==> config.mk <==
export PLATFORM = sky130hd
export DESIGN_NAME = imem_loader_flat
export DESIGN_NICKNAME = d
export VERILOG_FILES = /design/src/rtl/imem_loader_if.sv /design/src/rtl/imem_loader.sv /design/src/flat_wrapper.sv
export SDC_FILE = /design/constraint.sdc
export NUM_CORES = 1
export LEC_CHECK = 0
export ABC_AREA = 1
export CORE_MARGIN = 2
export CORE_UTILIZATION = 59
export CTS_BUF_LIST = sky130_fd_sc_hd__clkbuf_4 sky130_fd_sc_hd__clkbuf_8
export DETAILED_ROUTE_END_ITERATION = 16
export GPL_TIMING_DRIVEN = 1
export PLACE_DENSITY = 0.93
export SLEW_MARGIN = 20
export SYNTH_ARGS = -nofsm -noshare
export SYNTH_HDL_FRONTEND = slang
export SYNTH_SLANG_ARGS = --single-unit
==> constraint.sdc <==
create_clock -name clk -period 3.22 [get_ports clk]
set_clock_uncertainty 0.05 [all_clocks]
set_input_delay 0.644 -clock clk [delete_from_list [all_inputs] [get_ports clk]]
set_output_delay 0.644 -clock clk [all_outputs]
set_load 0.02 [all_outputs]
==> src/rtl/imem_loader_if.sv <==
// Byte-stream and memory-write bundle for imem_loader.
// The master side drives the incoming byte stream and observes the memory write
// port (host/UART side). The slave side is the loader itself.
interface imem_loader_if #(
  parameter int ADDR_W = 64
);
  logic              s_valid;
  logic [7:0]        s_data;
  logic              s_ready;
  logic              wr_en;
  logic [ADDR_W-1:0] wr_addr;
  logic [7:0]        wr_data;

  modport master (
    output s_valid, s_data,
    input  s_ready, wr_en, wr_addr, wr_data
  );

  modport slave (
    input  s_valid, s_data,
    output s_ready, wr_en, wr_addr, wr_data
  );
endinterface

==> src/rtl/imem_loader.sv <==
// Byte-stream program loader for the instruction memory.
// Takes a big-endian 32-bit length header followed by that many payload bytes,
// writes them to consecutive byte addresses from 0 and holds the core in reset
// until a clean load has completed.
// Optional build macro IMEM_LOADER_CHECKSUM_EN adds a trailing modulo-256
// checksum byte that is verified but never written to memory.
//
// state | meaning
// IDLE  | after reset, waiting for start
// HDR   | collecting the 4 length bytes, MSB first
// DATA  | accepting payload bytes (written, or discarded in drain mode)
// CSUM  | accepting the checksum byte (only with IMEM_LOADER_CHECKSUM_EN)
// DONE  | load finished; cpu_hold released unless err
module imem_loader #(
  parameter int MEM_SIZE = 4095,
  parameter int ADDR_W   = 64
) (
  input  logic          clk,
  input  logic          reset,
  input  logic          start,
  imem_loader_if.slave  bus,
  output logic          busy,
  output logic          done,
  output logic          err,
  output logic          cpu_hold,
  output logic [31:0]   byte_count
);

  typedef enum logic [2:0] {
    ST_IDLE = 3'd0,
    ST_HDR  = 3'd1,
    ST_DATA = 3'd2,
`ifdef IMEM_LOADER_CHECKSUM_EN
    ST_CSUM = 3'd4,
`endif
    ST_DONE = 3'd3
  } state_t;

  state_t            state;
  state_t            state_nxt;
  logic              s_ready;
  logic              accept;
  logic              load_start;
  logic              err_set;
  logic [1:0]        hdr_cnt;
  logic [31:0]       len;
  logic [31:0]       len_full;
  logic              drain;
  logic              wr_en_q;
  logic [ADDR_W-1:0] wr_addr_q;
  logic [7:0]        wr_data_q;
`ifdef IMEM_LOADER_CHECKSUM_EN
  logic [7:0]        csum;
`endif

  // The byte port is open in every state that consumes stream bytes.
`ifdef IMEM_LOADER_CHECKSUM_EN
  assign s_ready = (state == ST_HDR) || (state == ST_DATA) || (state == ST_CSUM);
  assign busy    = (state == ST_HDR) || (state == ST_DATA) || (state == ST_CSUM);
`else
  assign s_ready = (state == ST_HDR) || (state == ST_DATA);
  assign busy    = (state == ST_HDR) || (state == ST_DATA);
`endif
  assign accept   = bus.s_valid && s_ready;
  assign done     = (state == ST_DONE);
  assign len_full = {len[23:0], bus.s_data};

  assign bus.s_ready = s_ready;
  assign bus.wr_en   = wr_en_q;
  assign bus.wr_addr = wr_addr_q;
  assign bus.wr_data = wr_data_q;

  // State register.
  always_ff @(posedge clk or negedge reset) begin
    if (!reset) state <= ST_IDLE;
    else        state <= state_nxt;
  end

  // Next-state decode plus the error and load-start strobes.
  always_comb begin
    state_nxt  = state;
    load_start = 1'b0;
    err_set    = 1'b0;
    case (state)
      ST_IDLE: begin
        if (start) begin
          state_nxt  = ST_HDR;
          load_start = 1'b1;
        end
      end
      ST_HDR: begin
        if (accept && (hdr_cnt == 2'd3)) begin
          if (len_full == 32'd0) begin
`ifdef IMEM_LOADER_CHECKSUM_EN
            state_nxt = ST_CSUM;
`else
            state_nxt = ST_DONE;
`endif
          end else begin
            state_nxt = ST_DATA;
            if (len_full > 32'(MEM_SIZE)) err_set = 1'b1;
          end
        end
      end
      ST_DATA: begin
        // len is non-zero here, so len-1 cannot wrap.
        if (accept && (byte_count == len - 32'd1)) begin
`ifdef IMEM_LOADER_CHECKSUM_EN
          state_nxt = ST_CSUM;
`else
          state_nxt = ST_DONE;
`endif
        end
      end
`ifdef IMEM_LOADER_CHECKSUM_EN
      ST_CSUM: begin
        if (accept) begin
          state_nxt = ST_DONE;
          if (bus.s_data != csum) err_set = 1'b1;
        end
      end
`endif
      ST_DONE: begin
        if (start) begin
          state_nxt  = ST_HDR;
          load_start = 1'b1;
        end
      end
      default: state_nxt = ST_IDLE;
    endcase
  end

  // Length capture, byte counting, registered write port and core hold.
  always_ff @(posedge clk or negedge reset) begin
    if (!reset) begin
      hdr_cnt    <= 2'd0;
      len        <= 32'd0;
      drain      <= 1'b0;
      byte_count <= 32'd0;
      err        <= 1'b0;
      cpu_hold   <= 1'b1;
      wr_en_q    <= 1'b0;
      wr_addr_q  <= '0;
      wr_data_q  <= 8'd0;
`ifdef IMEM_LOADER_CHECKSUM_EN
      csum       <= 8'd0;
`endif
    end else begin
      wr_en_q <= 1'b0;
      if (load_start) begin
        hdr_cnt    <= 2'd0;
        len        <= 32'd0;
        drain      <= 1'b0;
        byte_count <= 32'd0;
        err        <= 1'b0;
        cpu_hold   <= 1'b1;
`ifdef IMEM_LOADER_CHECKSUM_EN
        csum       <= 8'd0;
`endif
      end
      if ((state == ST_HDR) && accept) begin
        len     <= len_full;
        hdr_cnt <= hdr_cnt + 2'd1;
        // An oversize length is still consumed in full so the stream stays framed.
        if (err_set) drain <= 1'b1;
      end
      if ((state == ST_DATA) && accept) begin
        if (byte_count != 32'hFFFF_FFFF) byte_count <= byte_count + 32'd1;
`ifdef IMEM_LOADER_CHECKSUM_EN
        csum <= csum + bus.s_data;
`endif
        if (!drain) begin
          wr_en_q   <= 1'b1;
          wr_addr_q <= ADDR_W'(byte_count);
          wr_data_q <= bus.s_data;
        end
      end
      if (err_set) err <= 1'b1;
      if ((state_nxt == ST_DONE) && (state != ST_DONE)) cpu_hold <= err || err_set;
    end
  end

endmodule

==> src/flat_wrapper.sv <==
// flat-port wrapper written by rule: the top's interface ports become plain ports
module imem_loader_flat 
#(
  parameter int MEM_SIZE = 4095,
  parameter int ADDR_W   = 64
)
  (clk, reset, start, busy, done, err, cpu_hold, byte_count, bus_s_valid, bus_s_data, bus_s_ready, bus_wr_en, bus_wr_addr, bus_wr_data);
  imem_loader_if #(.ADDR_W(ADDR_W)) bus_i ();
  input  logic clk;
  input  logic reset;
  input  logic start;
  output logic busy;
  output logic done;
  output logic err;
  output logic cpu_hold;
  output logic [31:0] byte_count;
  input wire logic [$bits(bus_i.s_valid)-1:0] bus_s_valid;
  input wire logic [$bits(bus_i.s_data)-1:0] bus_s_data;
  output wire logic [$bits(bus_i.s_ready)-1:0] bus_s_ready;
  output wire logic [$bits(bus_i.wr_en)-1:0] bus_wr_en;
  output wire logic [$bits(bus_i.wr_addr)-1:0] bus_wr_addr;
  output wire logic [$bits(bus_i.wr_data)-1:0] bus_wr_data;
  assign bus_i.s_valid = bus_s_valid;
  assign bus_i.s_data = bus_s_data;
  assign bus_s_ready = bus_i.s_ready;
  assign bus_wr_en = bus_i.wr_en;
  assign bus_wr_addr = bus_i.wr_addr;
  assign bus_wr_data = bus_i.wr_data;
  imem_loader #(.MEM_SIZE(MEM_SIZE), .ADDR_W(ADDR_W)) u_core (.clk(clk), .reset(reset), .start(start), .bus(bus_i), .busy(busy), .done(done), .err(err), .cpu_hold(cpu_hold), .byte_count(byte_count));
endmodule
; Yosys cells after proc, flatten, opt, wreduce, memory -nomap -nowiden
; Cells that the tools add are included.
[word_totals]
latchBits = 0
ram_bits = 0
in_bits = 12
mem_count = 0
output_inout_bits = 110
rom_bits = 0
elab_cells = 65
regBits = 113
[classes]
add_sub_neg = 3
n_mul = 0
n_eq_ne = 8
reduce_logical = 15
n_mux = 27
magnitude_cmp = 1
div_mod_pow = 0
shift = 0
bitwise_logic = 1
[op_table]
columns = operator, n
row1 = $mux W32, 5
row2 = $add A32 B1 Y32 const B, 1
row3 = $eq A32 B32 Y1, 1
row4 = $gt A32 B12 Y1 const B, 1
row5 = $logic_not A32 Y1, 1
row6 = $ne A32 B32 Y1 const B, 1
row7 = $sub A32 B1 Y32 const B, 1
row8 = $mux W1, 16
row9 = $eq A3 B2 Y1 const B, 3
row10 = $mux W3, 3
row11 = $pmux W3 S3, 1
row12 = $logic_and A1 B1 Y1, 6
row13 = $reduce_bool A2 Y1, 3
row14 = $mux W2, 2
row15 = $eq A3 B1 Y1 const B, 1
row16 = $logic_not A3 Y1, 1
row17 = $ne A3 B2 Y1 const B, 1
row18 = $add A2 B1 Y2 const B, 1
row19 = $eq A2 B2 Y1 const B, 1
row20 = $logic_or A1 B1 Y1, 2
row21 = $reduce_and A2 Y1, 1
row22 = $reduce_or A2 Y1, 1
row23 = $not A1 Y1, 1

; Depth between registers and ports, before layout
[logic_depth]
word_depth = 9
depth_mapped = 20
ltp_nobuf = 20

; Worst setup path before layout
; OpenSTA, ideal clock, no wires.
[synth_path]
kind = register to register
start = register u_core.byte_count[0]
end = register u_core.byte_count[7]
setup_ns = 0.126
arrival_time_ns = 2.117
path_slack_ns = 0.928
path_stages_with_launch = 16
synth_period_minus_slack_ns = 2.292
path_buffers = 1
cell_sequence = dfrtp_1 > ha_1 > inv_1 > nor2_4 > nand2_2 > nor3_4 > nand4_2 > nor2_4 > nand3_4 > nand2_8 > inv_4 > buf_6 > nand2_2 > inv_1 > nand2_1 > a21oi_2
[synth_between]
elab_chain_len = 3
[synth_rtl]
columns = element, line
row1 = start: declaration, imem_loader.sv:26  ; output logic [31:0] byte_count
row2 = start signal: assignment, imem_loader.sv:168  ; if (byte_count != 32'hFFFF_FFFF) byte_count <= byte_count + 32'd1;
row3 = $add A32 B1 Y32 or $ne A32 B32 Y1 (tied branches), imem_loader.sv:168
row4 = $mux W32 *, imem_loader.sv:168
row5 = $mux W32 *, imem_loader.sv:167  ; if ((state == ST_DATA) && accept) begin
; Mark *: on every way between the ends. The rest lies on a longest branch, timed or not.
; A chain may end at the register's enable or synchronous reset.

; Final worst setup path
[layout_path]
start = register u_core.byte_count[0]
end = register u_core.byte_count[16]
; Same word-level chain as after synthesis.

==> impl_metrics.csv <==
group,metric,value,unit
status,status,"completed",
final_layout,layout-drive-gt1-share,6.36,%
clocking,clk_pin_slew,70,ps
clocking,clock_latency,440,ps
grt,grt_usage,32.6,%
timing,maxSlewViolCount,0,
detailed_routing,routed_wl,18.3,mm
clocking,clockBufferDepth,2,
power,combPwrFrac,50.6,%
die,pin_count,122,
setup_path,critPathKind,"reg2reg",
setup_path,rr_worst_depth,13,
detailed_routing,drc,0,
grt,grt_busiest_layer,"met2",
grt,met3_usage,6.28,%
grt,antenna_found_initial,0,
power,clkPwrFrac,21.0,%
placed_design,port_buffers,89,
timing,finalHoldViolations,0,
die,start_util,60.3,%
timing,finalCritPeriodShare,84.7,%
final_layout,synthToLayoutAreaGrowth,20.8,%
power,p_sw,0.00338,W
detailed_routing,route.vias.total,6411,
power,swShare,45.0,%
timing,min_period,2730,ps
final_layout,antenna_cells,0,
die,dieArea,11900,sq um
setup_path,path_buf_inv,2,
final_layout,final-seq-area,2830,sq um
placed_design,dp_hpwl,13.0,mm
detailed_routing,wl_per_cell,16.2,microns
clocking,hold_buffers,0,
setup_path,r2r_slack,490,ps
min_path,min_path_type,"in2async",
timing,slew_headroom,41.8,%
grt,first_global_vias,6086,
clocking,numCtsBuffers,17,
clocking,cts_setup_buffers,0,
power,p_int,0.00413,W
setup_path,cp_slowest_cell,"dfrtp_1",
final_layout,multi_input_area,3040,sq um
die,die_w,109,microns
detailed_routing,drt_iter0_drc,541,
setup_path,crit_chain,"ha_1 > inv_1 > nor2_4 > nand2_2 > nor3_4 > nand4_2 > nor2_4 > nand3_4 > nand2_8 > inv_4 > nand3_1 > nor3_1 > o21a_1",
grt,grt_max_degree,79,
synthesis,ys_ff_latch,113,
timing,fin_tns_setup,0,ps
clocking,tritoncts,"done",
grt,grt.overflow.total,0,
power,p_seq_share,28.4,%
timing,rsz0062_at_grt,"no",
detailed_routing,via_per_inst,5.67,
setup_path,crit_path_frequent_cell,"nor2_4",
die,fp.coreArea,10800,sq um
die,placementRows,38,
setup_path,worstPathRequired,3490,ps
synthesis,yosysSeqAreaShare,43.2,%
setup_path,worstPathMaxFanout,19,
timing,finalSetupViolations,0,
power,powerDensity,951,nW/um^2
final_layout,nNetsFinal,992,
setup_path,critPathMaxStageDelay,530,ps
detailed_routing,ant_nets,0,
synthesis,syn_inst,884,
synthesis,yosysWarnings,0,
placed_design,finalWeightedCongestion,0.968,
clocking,root_buffer,"clkbuf_8",
grt,use_met2,52.1,%
setup_path,rr_endpoint,"u_core.byte_count[16]$_DFF_PN0_",
clocking,cts_resized,0,
timing,hold_ws,191,ps
timing,worstMarginPinSlew,873,ps
synthesis,syn_area_per_cell,7.40,sq um
synthesis,netlist_area,6540,sq um
timing,max_freq,0.367,GHz
grt,grt_pass1_wl,29.8,mm
power,ir_drop,570,uV
clocking,cts_htree_levels,4,
clocking,cts_sinks,113,
die,dieHeight,109,microns
detailed_routing,drt-pass1-iter-count,7,
final_layout,fillers,848,
setup_path,arrival,3000,ps
setup_path,endpoint_kind,"flop",
synthesis,yosysUniqueCellTypes,49,
power,leakagePower,3.81,nW
job,cap_violations,0,
setup_path,cpLargestDelayFamily,"simple AND/OR/NAND/NOR gates",
setup_path,worstReg2RegStart,"u_core.byte_count[0]$_DFF_PN0_",
grt,grtUsageMet1,43.1,%
setup_path,start_kind,"flop",
-- worst max path at each step --
stage | cells after the start | startpoint | end | slack, ps
after global placement | 13 | u_core.byte_count[0]$_DFF_PN0_ | u_core.byte_count[16]$_DFF_PN0_ | 690
after detailed placement | 7 | bus_s_valid | u_core.bus.wr_addr[24]$_DFFE_PN0P_ | 640
after floorplan | 15 | u_core.byte_count[0]$_DFF_PN0_ | u_core.byte_count[7]$_DFF_PN0_ | 930
final | 13 | u_core.byte_count[0]$_DFF_PN0_ | u_core.byte_count[16]$_DFF_PN0_ | 490
after CTS | 5 | u_core.state[0]$_DFF_PN0_ | done | 520
after global routing | 18 | u_core.len[0]$_DFFE_PN0P_ | u_core.cpu_hold$_DFFE_PN1P_ | 300
-- flip-flops by register name (all words and copies together) (netlist names) --
signal              flops
u_core.err              1
u_core.len             32
u_core.state            3
u_core.drain            1
u_core.hdr_cnt          2
u_core.byte_count      32
u_core.bus.wr_en        1
u_core.bus.wr_addr     32
u_core.bus.wr_data      8
u_core.cpu_hold         1
-- power groups by stage --
stage / sequential [W] / combinational [W] / clock [W]
after floorplan: 0.00237 / 0.00229 / 0
after global placement: 0.00214 / 0.00365 / 0
after detailed placement: 0.00215 / 0.00370 / 0
after CTS: 0.00213 / 0.00375 / 0.00157
after global routing: 0.00218 / 0.00428 / 0.00165
final: 0.00214 / 0.00380 / 0.00158
-- Yosys cell counts (all sizes together) --
cell / instances / area, sq um
o21ai: 67 / 335
xnor2: 11 / 96.3
nor2: 102 / 408
a221oi: 1 / 8.76
inv: 118 / 445
o22ai: 29 / 181
dfrtp: 112 / 2800
mux2i: 1 / 10.0
a211oi: 2 / 20.0
and3: 1 / 6.26
o211ai: 2 / 15.0
nor3: 16 / 91.3
dfstp: 1 / 26.3
conb: 1 / 3.75
nand3b: 7 / 52.6
o21bai: 1 / 7.51
xor2: 13 / 114
a22o: 1 / 8.76
a31oi: 3 / 18.8
o21a: 1 / 7.51
a32o: 1 / 10.0
a21o: 1 / 7.51
nand4: 16 / 106
nand3: 51 / 273
a21oi: 15 / 78.8
clkbuf: 13 / 48.8
nand2: 238 / 917
o31a: 1 / 8.76
buf: 41 / 299
nor3b: 2 / 15.0
or2: 2 / 12.5
o31ai: 4 / 30.0
nor4: 6 / 37.5
ha: 3 / 37.5
-- per-layer routing --
metal | vias up | share of wire (%)
met5 | - | 0
met4 | 0 | 3.8
met3 | 68 | 9.0
met2 | 399 | 47
met1 | 2965 | 41
li1 | 2979 | -
-- layout by cell type (no fill, tap or decap), drive strengths merged, types with 3 or more instances in the layout --
| cell type | n |
|---|---|
| a21oi | 15 |
| a31oi | 3 |
| buf | 8 |
| bufinv | 5 |
| clkbuf | 19 |
| clkdlybuf4s50 | 88 |
| clkinv | 6 |
| conb | 33 |
| dfrtp | 112 |
| ha | 3 |
| inv | 118 |
| nand2 | 238 |
| nand3 | 51 |
| nand3b | 7 |
| nand4 | 16 |
| nor2 | 102 |
| nor3 | 16 |
| nor4 | 6 |
| o21ai | 67 |
| o22ai | 29 |
| o31ai | 4 |
| xnor2 | 11 |
| xor2 | 13 |
-- cell type report --
class	count	area share (%)
inverters	118	5.65
flip-flops and latches	113	35.8
clock buffers	19	3.15
repair buffers	96	12.1
clock inverters	13	2.66
well taps	140	2.22
multi-input cells	631	38.5
-- stage by stage --
step / cells / setup WS (ps) / utilization, % / power [W] / instance area, sq um
after floorplan: 916 / 928 / - / 0.00466 / 6660
after global placement: 1098 / 686 / 68.7 / 0.00579 / 7440
after detailed placement: 1098 / 637 / 68.7 / 0.00585 / 7440
after CTS: 1130 / 517 / 72.9 / 0.00746 / 7900
after global routing: 1130 / 295 / 72.9 / 0.00811 / 7900
final: 1130 / 492 / 72.9 / 0.00752 / 7900
-- logic make-up after synthesis --
group | count (synthesis) | synth area share [%]
compound gates | 129 | 11.3
xor+xnor | 24 | 3.21
fa+ha+maj | 3 | 0.574
buf+inv | 172 | 12.1
flops | 113 | 43.2
mux | 1 | 0.153
other cells | 1 | 0.0573
simple gates | 441 | 29.3
Power figures use the tool's default switching activity.
